==> config.mk <==
export PLATFORM = sky130hd
export DESIGN_NAME = io_capture_replay_flat
export DESIGN_NICKNAME = d
export VERILOG_FILES = /design/src/rtl/io_capture_replay_pkg.sv /design/src/rtl/io_capture_replay_if.sv /design/src/rtl/io_capture_fifo.sv /design/src/rtl/io_capture_replay.sv /design/src/flat_wrapper.sv
export SDC_FILE = /design/constraint.sdc
export NUM_CORES = 1
export LEC_CHECK = 0
export CAP_MARGIN = 25
export CORE_ASPECT_RATIO = 1.2
export CORE_UTILIZATION = 54
export CTS_CLUSTER_DIAMETER = 100
export DETAILED_ROUTE_END_ITERATION = 8
export PLACE_DENSITY = 0.8
export SYNTH_ARGS = -nofsm -noshare
export SYNTH_HDL_FRONTEND = slang
export SYNTH_HIERARCHICAL = 1
export SYNTH_SLANG_ARGS = --single-unit
export TNS_END_PERCENT = 100
==> constraint.sdc <==
create_clock -name clk -period 3.7 [get_ports clk]
set_clock_uncertainty 0.1 [all_clocks]
set_input_delay 0.74 -clock clk [delete_from_list [all_inputs] [get_ports clk]]
set_output_delay 0.74 -clock clk [all_outputs]
set_load 0.02 [all_outputs]
==> src/rtl/io_capture_replay_pkg.sv <==
// Shared types and constants for the IO capture/replay block.
//   mode_e  : synchronised host mode decode carried on uio_in[2:1]
//   state_e : controller state
//   Stat*   : bit positions of the status flags on uio_out
package io_capture_replay_pkg;

   typedef enum logic [1:0] {
      ModeIdle       = 2'b00,
      ModeCapture    = 2'b01,
      ModeReplayOnce = 2'b10,
      ModeReplayLoop = 2'b11
   } mode_e;

   typedef enum logic [1:0] {
      StIdle    = 2'b00,
      StCapture = 2'b01,
      StReplay  = 2'b10
   } state_e;

   localparam int unsigned StatFullBit  = 7;
   localparam int unsigned StatEmptyBit = 6;
   localparam int unsigned StatOvfBit   = 5;
   localparam int unsigned StatBusyBit  = 4;

   // Upper nibble of uio is driven (status), lower nibble is input (strobe/mode).
   localparam logic [7:0] UioOeValue = 8'hF0;

endpackage

==> src/rtl/io_capture_replay_if.sv <==
// Pin bundle of the IO capture/replay block.
//   ena     : design enable
//   ui_in   : capture data (WIDTH)
//   uio_in  : [0] strobe, [2:1] mode
//   uo_out  : replayed / echoed data (WIDTH)
//   uio_out : [7] full, [6] empty, [5] overflow, [4] busy
//   uio_oe  : output enables for uio
// master = host side, slave = the block.
interface io_capture_replay_if #(
   parameter int unsigned WIDTH = 8
);

   logic             ena;
   logic [WIDTH-1:0] ui_in;
   logic [7:0]       uio_in;
   logic [WIDTH-1:0] uo_out;
   logic [7:0]       uio_out;
   logic [7:0]       uio_oe;

   modport master (
      output ena, ui_in, uio_in,
      input  uo_out, uio_out, uio_oe
   );

   modport slave (
      input  ena, ui_in, uio_in,
      output uo_out, uio_out, uio_oe
   );

endinterface

==> src/rtl/io_capture_fifo.sv <==
// Circular word store for io_capture_replay.
// Ports:
//   clk, rst_n   : clock, async active-low reset (pointers and count only)
//   push/push_data : write one word; ignored when full
//   pop          : drop the oldest word; ignored when empty
//   clear        : empty the store in one cycle
//   peek_idx/peek_data : combinational read at any absolute slot
//   rd_ptr       : slot of the oldest word
//   count/full/empty : occupancy
module io_capture_fifo
   import io_capture_replay_pkg::*;
#(
   parameter int unsigned WIDTH = 8,
   parameter int unsigned DEPTH = 16,
   localparam int unsigned AW = $clog2(DEPTH),
   localparam int unsigned CW = AW + 1
) (
   input  logic             clk,
   input  logic             rst_n,
   input  logic             push,
   input  logic [WIDTH-1:0] push_data,
   input  logic             pop,
   input  logic             clear,
   input  logic [AW-1:0]    peek_idx,
   output logic [WIDTH-1:0] peek_data,
   output logic [AW-1:0]    rd_ptr,
   output logic [CW-1:0]    count,
   output logic             full,
   output logic             empty
);

   logic [WIDTH-1:0] mem_q [DEPTH];
   logic [AW-1:0]    wr_q, rd_q;
   logic [CW-1:0]    count_q;
   logic             do_push, do_pop;

   assign full    = (count_q == CW'(DEPTH));
   assign empty   = (count_q == '0);
   assign do_push = push & ~full;
   assign do_pop  = pop & ~empty;

   // DEPTH is a power of two, so pointer overflow is the modulo wrap.
   always_ff @(posedge clk or negedge rst_n) begin
      if (!rst_n) begin
         wr_q    <= '0;
         rd_q    <= '0;
         count_q <= '0;
      end else if (clear) begin
         wr_q    <= '0;
         rd_q    <= '0;
         count_q <= '0;
      end else begin
         if (do_push) wr_q <= wr_q + 1'b1;
         if (do_pop)  rd_q <= rd_q + 1'b1;
         case ({do_push, do_pop})
            2'b10:   count_q <= count_q + 1'b1;
            2'b01:   count_q <= count_q - 1'b1;
            default: count_q <= count_q;
         endcase
      end
   end

   always_ff @(posedge clk) begin
      if (do_push) mem_q[wr_q] <= push_data;
   end

   assign peek_data = mem_q[peek_idx];
   assign rd_ptr    = rd_q;
   assign count     = count_q;

endmodule

==> src/rtl/io_capture_replay.sv <==
// IO capture/replay: words strobed in on ui_in are stored in a FIFO and later played
// back on uo_out, once (destructive) or in a loop, one word every REPLAY_DIV cycles.
// Ports:
//   clk   : sole clock, rising edge
//   rst_n : async active-low reset
//   pins  : io_capture_replay_if.slave (ena, ui_in, uio_in, uo_out, uio_out, uio_oe)
// Build option: define IOCR_ECHO_EN to have uo_out follow ui_in while capturing.
module io_capture_replay
   import io_capture_replay_pkg::*;
#(
   parameter int unsigned WIDTH      = 8,
   parameter int unsigned DEPTH      = 16,
   parameter int unsigned REPLAY_DIV = 4
) (
   input logic                clk,
   input logic                rst_n,
   io_capture_replay_if.slave pins
);

   localparam int unsigned AW      = $clog2(DEPTH);
   localparam int unsigned CW      = AW + 1;
   localparam logic [7:0]  DivLast = 8'(REPLAY_DIV - 1);

   logic             strobe_s1_q, strobe_s2_q, strobe_s3_q, strobe_edge_q;
   logic [1:0]       mode_s1_q, mode_s2_q;
   mode_e            mode_sync, mode_prev_q;
   state_e           state_q, state_d;
   logic [7:0]       div_q;
   logic [AW-1:0]    rp_q, last_idx, peek_idx, rd_ptr;
   logic [CW-1:0]    count;
   logic [WIDTH-1:0] peek_data, uo_q;
   logic             full, empty, ovf_q;
   logic             in_replay, mode_changed, terminal, replay_step, push, pop, clear;
   logic [7:0]       status;
   logic             unused_uio;

   assign unused_uio = ^pins.uio_in[7:3];

   // Synchronisers and strobe edge detector run regardless of ena, so an edge
   // seen while disabled is consumed and lost.
   always_ff @(posedge clk or negedge rst_n) begin
      if (!rst_n) begin
         strobe_s1_q   <= 1'b0;
         strobe_s2_q   <= 1'b0;
         strobe_s3_q   <= 1'b0;
         strobe_edge_q <= 1'b0;
         mode_s1_q     <= 2'b00;
         mode_s2_q     <= 2'b00;
      end else begin
         strobe_s1_q   <= pins.uio_in[0];
         strobe_s2_q   <= strobe_s1_q;
         strobe_s3_q   <= strobe_s2_q;
         strobe_edge_q <= strobe_s2_q & ~strobe_s3_q;
         mode_s1_q     <= pins.uio_in[2:1];
         mode_s2_q     <= mode_s1_q;
      end
   end

   assign mode_sync = mode_e'(mode_s2_q);

   always_ff @(posedge clk or negedge rst_n) begin
      if (!rst_n) state_q <= StIdle;
      else        state_q <= state_d;
   end

   always_comb begin
      state_d = state_q;
      if (pins.ena) begin
         unique case (state_q)
            StIdle: begin
               if (mode_sync == ModeCapture)   state_d = StCapture;
               else if (mode_s2_q[1] && !empty) state_d = StReplay;
            end
            StCapture: begin
               if (mode_sync == ModeIdle)      state_d = StIdle;
               else if (mode_s2_q[1] && !empty) state_d = StReplay;
            end
            StReplay: begin
               if (mode_sync == ModeIdle)         state_d = StIdle;
               else if (mode_sync == ModeCapture) state_d = StCapture;
               else if (empty)                    state_d = StIdle;
            end
            default: state_d = StIdle;
         endcase
      end
   end

   assign in_replay    = (state_q == StReplay);
   assign mode_changed = (mode_sync != mode_prev_q);
   assign terminal     = (div_q == DivLast);
   // A mode change restarts the divider, so no word is emitted on that cycle.
   assign replay_step  = pins.ena & in_replay & ~mode_changed & terminal & ~empty
                         & (state_d == StReplay);
   assign pop          = replay_step & (mode_sync == ModeReplayOnce);
   assign push         = pins.ena & (state_q == StCapture) & strobe_edge_q;
   assign clear        = pins.ena & (state_q == StIdle) & strobe_edge_q;
   assign last_idx     = rd_ptr + count[AW-1:0] - 1'b1;
   assign peek_idx     = (mode_sync == ModeReplayLoop) ? rp_q : rd_ptr;

   io_capture_fifo #(
      .WIDTH (WIDTH),
      .DEPTH (DEPTH)
   ) u_fifo (
      .clk       (clk),
      .rst_n     (rst_n),
      .push      (push),
      .push_data (pins.ui_in),
      .pop       (pop),
      .clear     (clear),
      .peek_idx  (peek_idx),
      .peek_data (peek_data),
      .rd_ptr    (rd_ptr),
      .count     (count),
      .full      (full),
      .empty     (empty)
   );

   always_ff @(posedge clk or negedge rst_n) begin
      if (!rst_n) begin
         mode_prev_q <= ModeIdle;
         div_q       <= 8'd0;
         rp_q        <= '0;
         ovf_q       <= 1'b0;
         uo_q        <= '0;
      end else if (pins.ena) begin
         mode_prev_q <= mode_sync;

         if (!in_replay || mode_changed || state_d != StReplay || terminal) div_q <= 8'd0;
         else                                                              div_q <= div_q + 1'b1;

         // Loop pointer restarts at the oldest word on entry or mode change.
         if (!in_replay || mode_changed) begin
            rp_q <= rd_ptr;
         end else if (replay_step && mode_sync == ModeReplayLoop) begin
            rp_q <= (rp_q == last_idx) ? rd_ptr : rp_q + 1'b1;
         end

         if (clear)             ovf_q <= 1'b0;
         else if (push && full) ovf_q <= 1'b1;

         if (replay_step) begin
            uo_q <= peek_data;
         end
`ifdef IOCR_ECHO_EN
         else if (state_q == StCapture) begin
            uo_q <= pins.ui_in;
         end
`endif
      end
   end

   always_comb begin
      status               = 8'h00;
      status[StatFullBit]  = full;
      status[StatEmptyBit] = empty;
      status[StatOvfBit]   = ovf_q;
      status[StatBusyBit]  = (state_q != StIdle);
   end

   assign pins.uo_out  = uo_q;
   assign pins.uio_out = status;
   assign pins.uio_oe  = UioOeValue;

endmodule

==> src/flat_wrapper.sv <==
// flat-port wrapper written by rule: the top's interface ports become plain ports
module io_capture_replay_flat import io_capture_replay_pkg::*;
#(
   parameter int unsigned WIDTH      = 8,
   parameter int unsigned DEPTH      = 16,
   parameter int unsigned REPLAY_DIV = 4
)
  (clk, rst_n, pins_ena, pins_ui_in, pins_uio_in, pins_uo_out, pins_uio_out, pins_uio_oe);
  io_capture_replay_if #(.WIDTH(WIDTH)) pins_i ();
  input logic clk;
  input logic rst_n;
  input wire logic [$bits(pins_i.ena)-1:0] pins_ena;
  input wire logic [$bits(pins_i.ui_in)-1:0] pins_ui_in;
  input wire logic [$bits(pins_i.uio_in)-1:0] pins_uio_in;
  output wire logic [$bits(pins_i.uo_out)-1:0] pins_uo_out;
  output wire logic [$bits(pins_i.uio_out)-1:0] pins_uio_out;
  output wire logic [$bits(pins_i.uio_oe)-1:0] pins_uio_oe;
  assign pins_i.ena = pins_ena;
  assign pins_i.ui_in = pins_ui_in;
  assign pins_i.uio_in = pins_uio_in;
  assign pins_uo_out = pins_i.uo_out;
  assign pins_uio_out = pins_i.uio_out;
  assign pins_uio_oe = pins_i.uio_oe;
  io_capture_replay #(.WIDTH(WIDTH), .DEPTH(DEPTH), .REPLAY_DIV(REPLAY_DIV)) u_core (.clk(clk), .rst_n(rst_n), .pins(pins_i));
endmodule
==> reports/results.md, run 1 <==
| Metric | This run |
| --- | --- |
| Sw Ratio | 0.264 |
| Standard-cell rows | 47 |
| Highest achievable clock rate | 293 MHz |
| Count of endpoints failing setup in the final report | 0 |
| Worst path arrival time | 3.61 ns |
| Synth unique cells | 69 |
| Starting utilization of the core area | 0.558 |
| Worst-case clock buffer depth | 2 |
| Average cell area after synthesis | 15.5 µm² |
| Clock root buffer | clkbuf_16 |
| Slew Limit Fails | 0 |
| Synth warn | 6 |
| Fin Hold WS | 0.0450 ns |
| Post-CTS Hold Buffers | 0 |
| Number of global-route vias before repair | 4566 |
| Total standard cell area after synthesis | 7740 µm² |
| Critical-path cell list | or4_4 -> nor2_1 -> nor4b_1 -> and3_2 -> and4b_1 -> o21ai_2 -> a21oi_1 -> xor2_1 -> ha_1 -> a31oi_1 -> mux2_2 -> a21oi_1 -> nor4_1 |
| Worst vdd rail ir drop | 0.454 mV |
| Worst-Skew Late Latency | 0.42 ns |
| Average detailed-routed wire length per instance | 21.7 µm |
| Portion of total power attributed to combinational logic | 0.112 |
| Global placer's final weighted congestion | 0.816 |
| Fin cells | 731 |
| Depth of the worst register-to-register path | 13 |
| Die extent in y | 133 µm |
| Number of maximum-capacitance constraint violations | 0 |
| Worst R2R End | u_core/u_fifo/count[4] |
| Run status | finished, violations left |
| Overall power consumption | 4.44 mW |
| Length of the first detailed-routing pass in iterations | 7 |
| Detail Route Antenna Nets | 0 |
| Final Hold Vio Count | 0 |
| Maximum net fanout on the critical path | 6 |
| First-pass GRT wire length | 25100 µm |
| Nets@finish | 580 |
| Largest net degree at the start of global routing | 47 |
| Most frequent cell on the critical path | a21oi_1 |
| Clock share of power | 0.397 |
| Fraction of the yosys area taken by sequential cells | 0.645 |
| Antenna violations before repair | 0 |
| Total wire length | 15900 µm |
| Reported net switching power | 1.17 mW |
| Final Core Density | 0.639 |
| Power per cell area | 500 nW/µm² |
| GRT Residual Overflow | 0 |
| Post-Place Cell Area | 8250 µm² |
| Total via count after detailed routing | 4436 |
| Internal power consumption | 3.26 mW |
| Final critical-path share of the clock period | 0.922 |
| Setup Buffers After CTS | 0 |
| Fraction of final layout cells with drive strength greater than 1 | 0.227 |
| Critical path data required time | 3.90 ns |
| Worst setup slack after placement | 0.273 ns |
| Antenna diode count | 0 |
| Clock tree from TritonCTS | yes |
| Minimum clock period after layout | 3.41 ns |
| Worst slew slack as a fraction of its limit | 0.538 |
| Main synth FF type | edfxtp_1 |
| GR Util All Layers | 0.232 |
| Slowest cell on the critical path | dfrtp_1 |
| Overall die width | 111 µm |
| Flop pwr share | 0.492 |
| Kind of end point of the critical path | register |
| Core area | 13900 µm² |
| Per-cell via count in the routed design | 6.07 |
| Synth async-reset ratio | 0.264 |
| Worst setup path start | u_core/u_fifo/count[3] |
| CTS clk-pin slew, worst paths | 0.07 ns |
| Synthesized instance count | 500 |
| Final instance area | 8870 µm² |
| DP Wirelength | 10300 µm |
| Max stage delay on crit path | 0.49 ns |
| Setup ws final | 0.288 ns |
| Slew at the pin with the worst max-slew slack | 0.691 ns |
| Worst setup path endpoint | u_core/u_fifo/count[4] |
| Path category of the worst min-delay check | primary input to async pin |
| Leakage power | 3.27 nW |
| Number of clock sinks | 174 |
| Reg-to-reg slack, setup | 0.29 ns |
| Count of port buffers added during placement | 25 |
| Post-synthesis register bit count | 174 |
| Iteration-0 DRC count of the detailed router | 379 |
| Inserted Clock Buffers | 17 |
| Number of placed instances, taps included | 698 |
| Unrepaired setup endpoints after global routing | no |
| Boundary pin count | 43 |
| Count of unresolved DRC violations after routing | 6 |
| Type of the worst setup path | register to register |
| Total Negative Setup Slacks | 0 ns |
| Violated checks | design-rule violations |
| Critical path startpoint category | register |
| Quantity of gates resized following cts | 0 |
| Launch point of the worst reg-to-reg path | u_core/u_fifo/count[3] |
| H-Tree Level Count | 4 |
| Synth-to-Final Area Change | 14.6% |
| Die area | 14800 µm² |
| Count of flip-flops with a built-in enable after synthesis | 128 |
[cells in the mapped netlist (all sizes together) (6+ instances only)]
library cell | count | area, µm²
nor2 | 40 | 150
edfxtp | 128 | 3840
dfrtp | 46 | 1150
nand2 | 27 | 101
mux4 | 32 | 721
buf | 26 | 186
xor2 | 12 | 113
xnor2 | 8 | 70.1
clkbuf | 12 | 45.0
nand2b | 6 | 37.5
inv | 18 | 67.6
mux2 | 20 | 225
a22oi | 16 | 120
a21oi | 11 | 55.1
ha | 13 | 163
o21ai | 7 | 38.8
mux2i | 7 | 70.1
nor3 | 8 | 40.0
[power groups by stage]
stage	logic [mW]	registers (mW)	clock network, mW
after floorplan	0.345	2.21	0
after global placement	0.467	2.22	0
after detailed placement	0.491	2.22	0
after CTS	0.494	2.18	1.80
after global routing	0.544	2.19	1.86
final	0.495	2.18	1.76
[per-layer routing]
layer / track usage / share of wire / vias to the layer above
met3: 0.0496 / 0.052 / 28
met2: 0.407 / 0.54 / 169
met4: 0.0983 / 0.029 / 0
met1: 0.278 / 0.38 / 2267
met5: 0 / 0 / -
li1: - / - / 1972
[placed cells by master, fill, tap and decap left out, types with 3 or more instances in the layout]
| cell type | netlist | layout |
|---|---|---|
| a21oi_1 | 11 | 11 |
| a22oi_1 | 16 | 16 |
| buf_4 | 16 | 29 |
| clkbuf_16 | 0 | 17 |
| clkdlybuf4s50_1 | 0 | 24 |
| clkinv_8 | 0 | 4 |
| conb_1 | 2 | 12 |
| dfrtp_1 | 46 | 46 |
| edfxtp_1 | 128 | 128 |
| ha_1 | 13 | 13 |
| inv_1 | 18 | 18 |
| inv_6 | 0 | 3 |
| inv_8 | 0 | 5 |
| mux2_2 | 19 | 19 |
| mux2i_1 | 7 | 7 |
| mux4_2 | 32 | 32 |
| nand2_1 | 27 | 27 |
| nand2b_1 | 6 | 6 |
| nand3_1 | 5 | 5 |
| nand4_1 | 3 | 3 |
| nor2_1 | 40 | 40 |
| nor2b_1 | 4 | 4 |
| nor3_1 | 8 | 8 |
| nor4_1 | 3 | 3 |
| o21ai_0 | 6 | 6 |
| xnor2_1 | 8 | 8 |
| xor2_1 | 11 | 11 |
[how the worst min path moves through the flow]
stage	cells after the start	start	end
finish	1	rst_n	u_core/u_fifo/count[1]
global route	1	rst_n	u_core/u_fifo/count[1]
CTS	0	u_core/mode_s1_q[1]	u_core/mode_s2_q[1]
detailed placement	0	u_core/mode_s1_q[1]	u_core/mode_s2_q[1]
global placement	0	u_core/strobe_s1_q	u_core/strobe_s2_q
floorplan	0	u_core/mode_s1_q[0]	u_core/mode_s2_q[0]
[area by class of cell]
type / count / area [µm²]
well taps: 171 / 214
fillers: 969 / 5010
clock inverters: 15 / 180
inverters: 18 / 67.6
multi-input cells: 280 / 2490
clock buffers: 17 / 425
flip-flops and latches: 174 / 4990
repair buffers: 56 / 503
[critical path, delay by kind of cell (launching register included)]
family	cells	cell delay (ns)
flops	1	0.49
xor+xnor	1	0.17
simple gates	6	1.27
fa+ha+maj	1	0.25
mux	1	0.37
compound gates	4	0.65
[logic make-up after synthesis]
| group | synth area share |
|---|---|
| buffers and inverters | 0.0386 |
| and+or+nand+nor | 0.0803 |
| AOI/OAI and AO/OA | 0.0537 |
| muxes | 0.131 |
| other | 0.000970 |
| DFF | 0.645 |
| adders and majority gates | 0.0236 |
| xor gates and xnor gates | 0.0265 |
[sequential cells by signal (all words and copies together) (netlist names)]
register and cells:
u_core/u_fifo/mem_q 128, u_core/div_q 8, u_core/pins.uo_out 8, u_core/u_fifo/count 5, u_core/rp_q 4, u_core/u_fifo/rd_ptr 4
u_core/u_fifo/wr_q 4, u_core/mode_prev_q 2, u_core/mode_s1_q 2, u_core/mode_s2_q 2, u_core/state_q 2, u_core/ovf_q 1
u_core/strobe_edge_q 1, u_core/strobe_s1_q 1, u_core/strobe_s2_q 1, u_core/strobe_s3_q 1
(Power assumes the default switching activity.)
==> run 2, diff against run 1 <==
Settings changed: SKIP_CTS_REPAIR_TIMING set to 1.
==> results of run 2 <==
No change in the layout: final DEF, timing and power equal those of run 1.
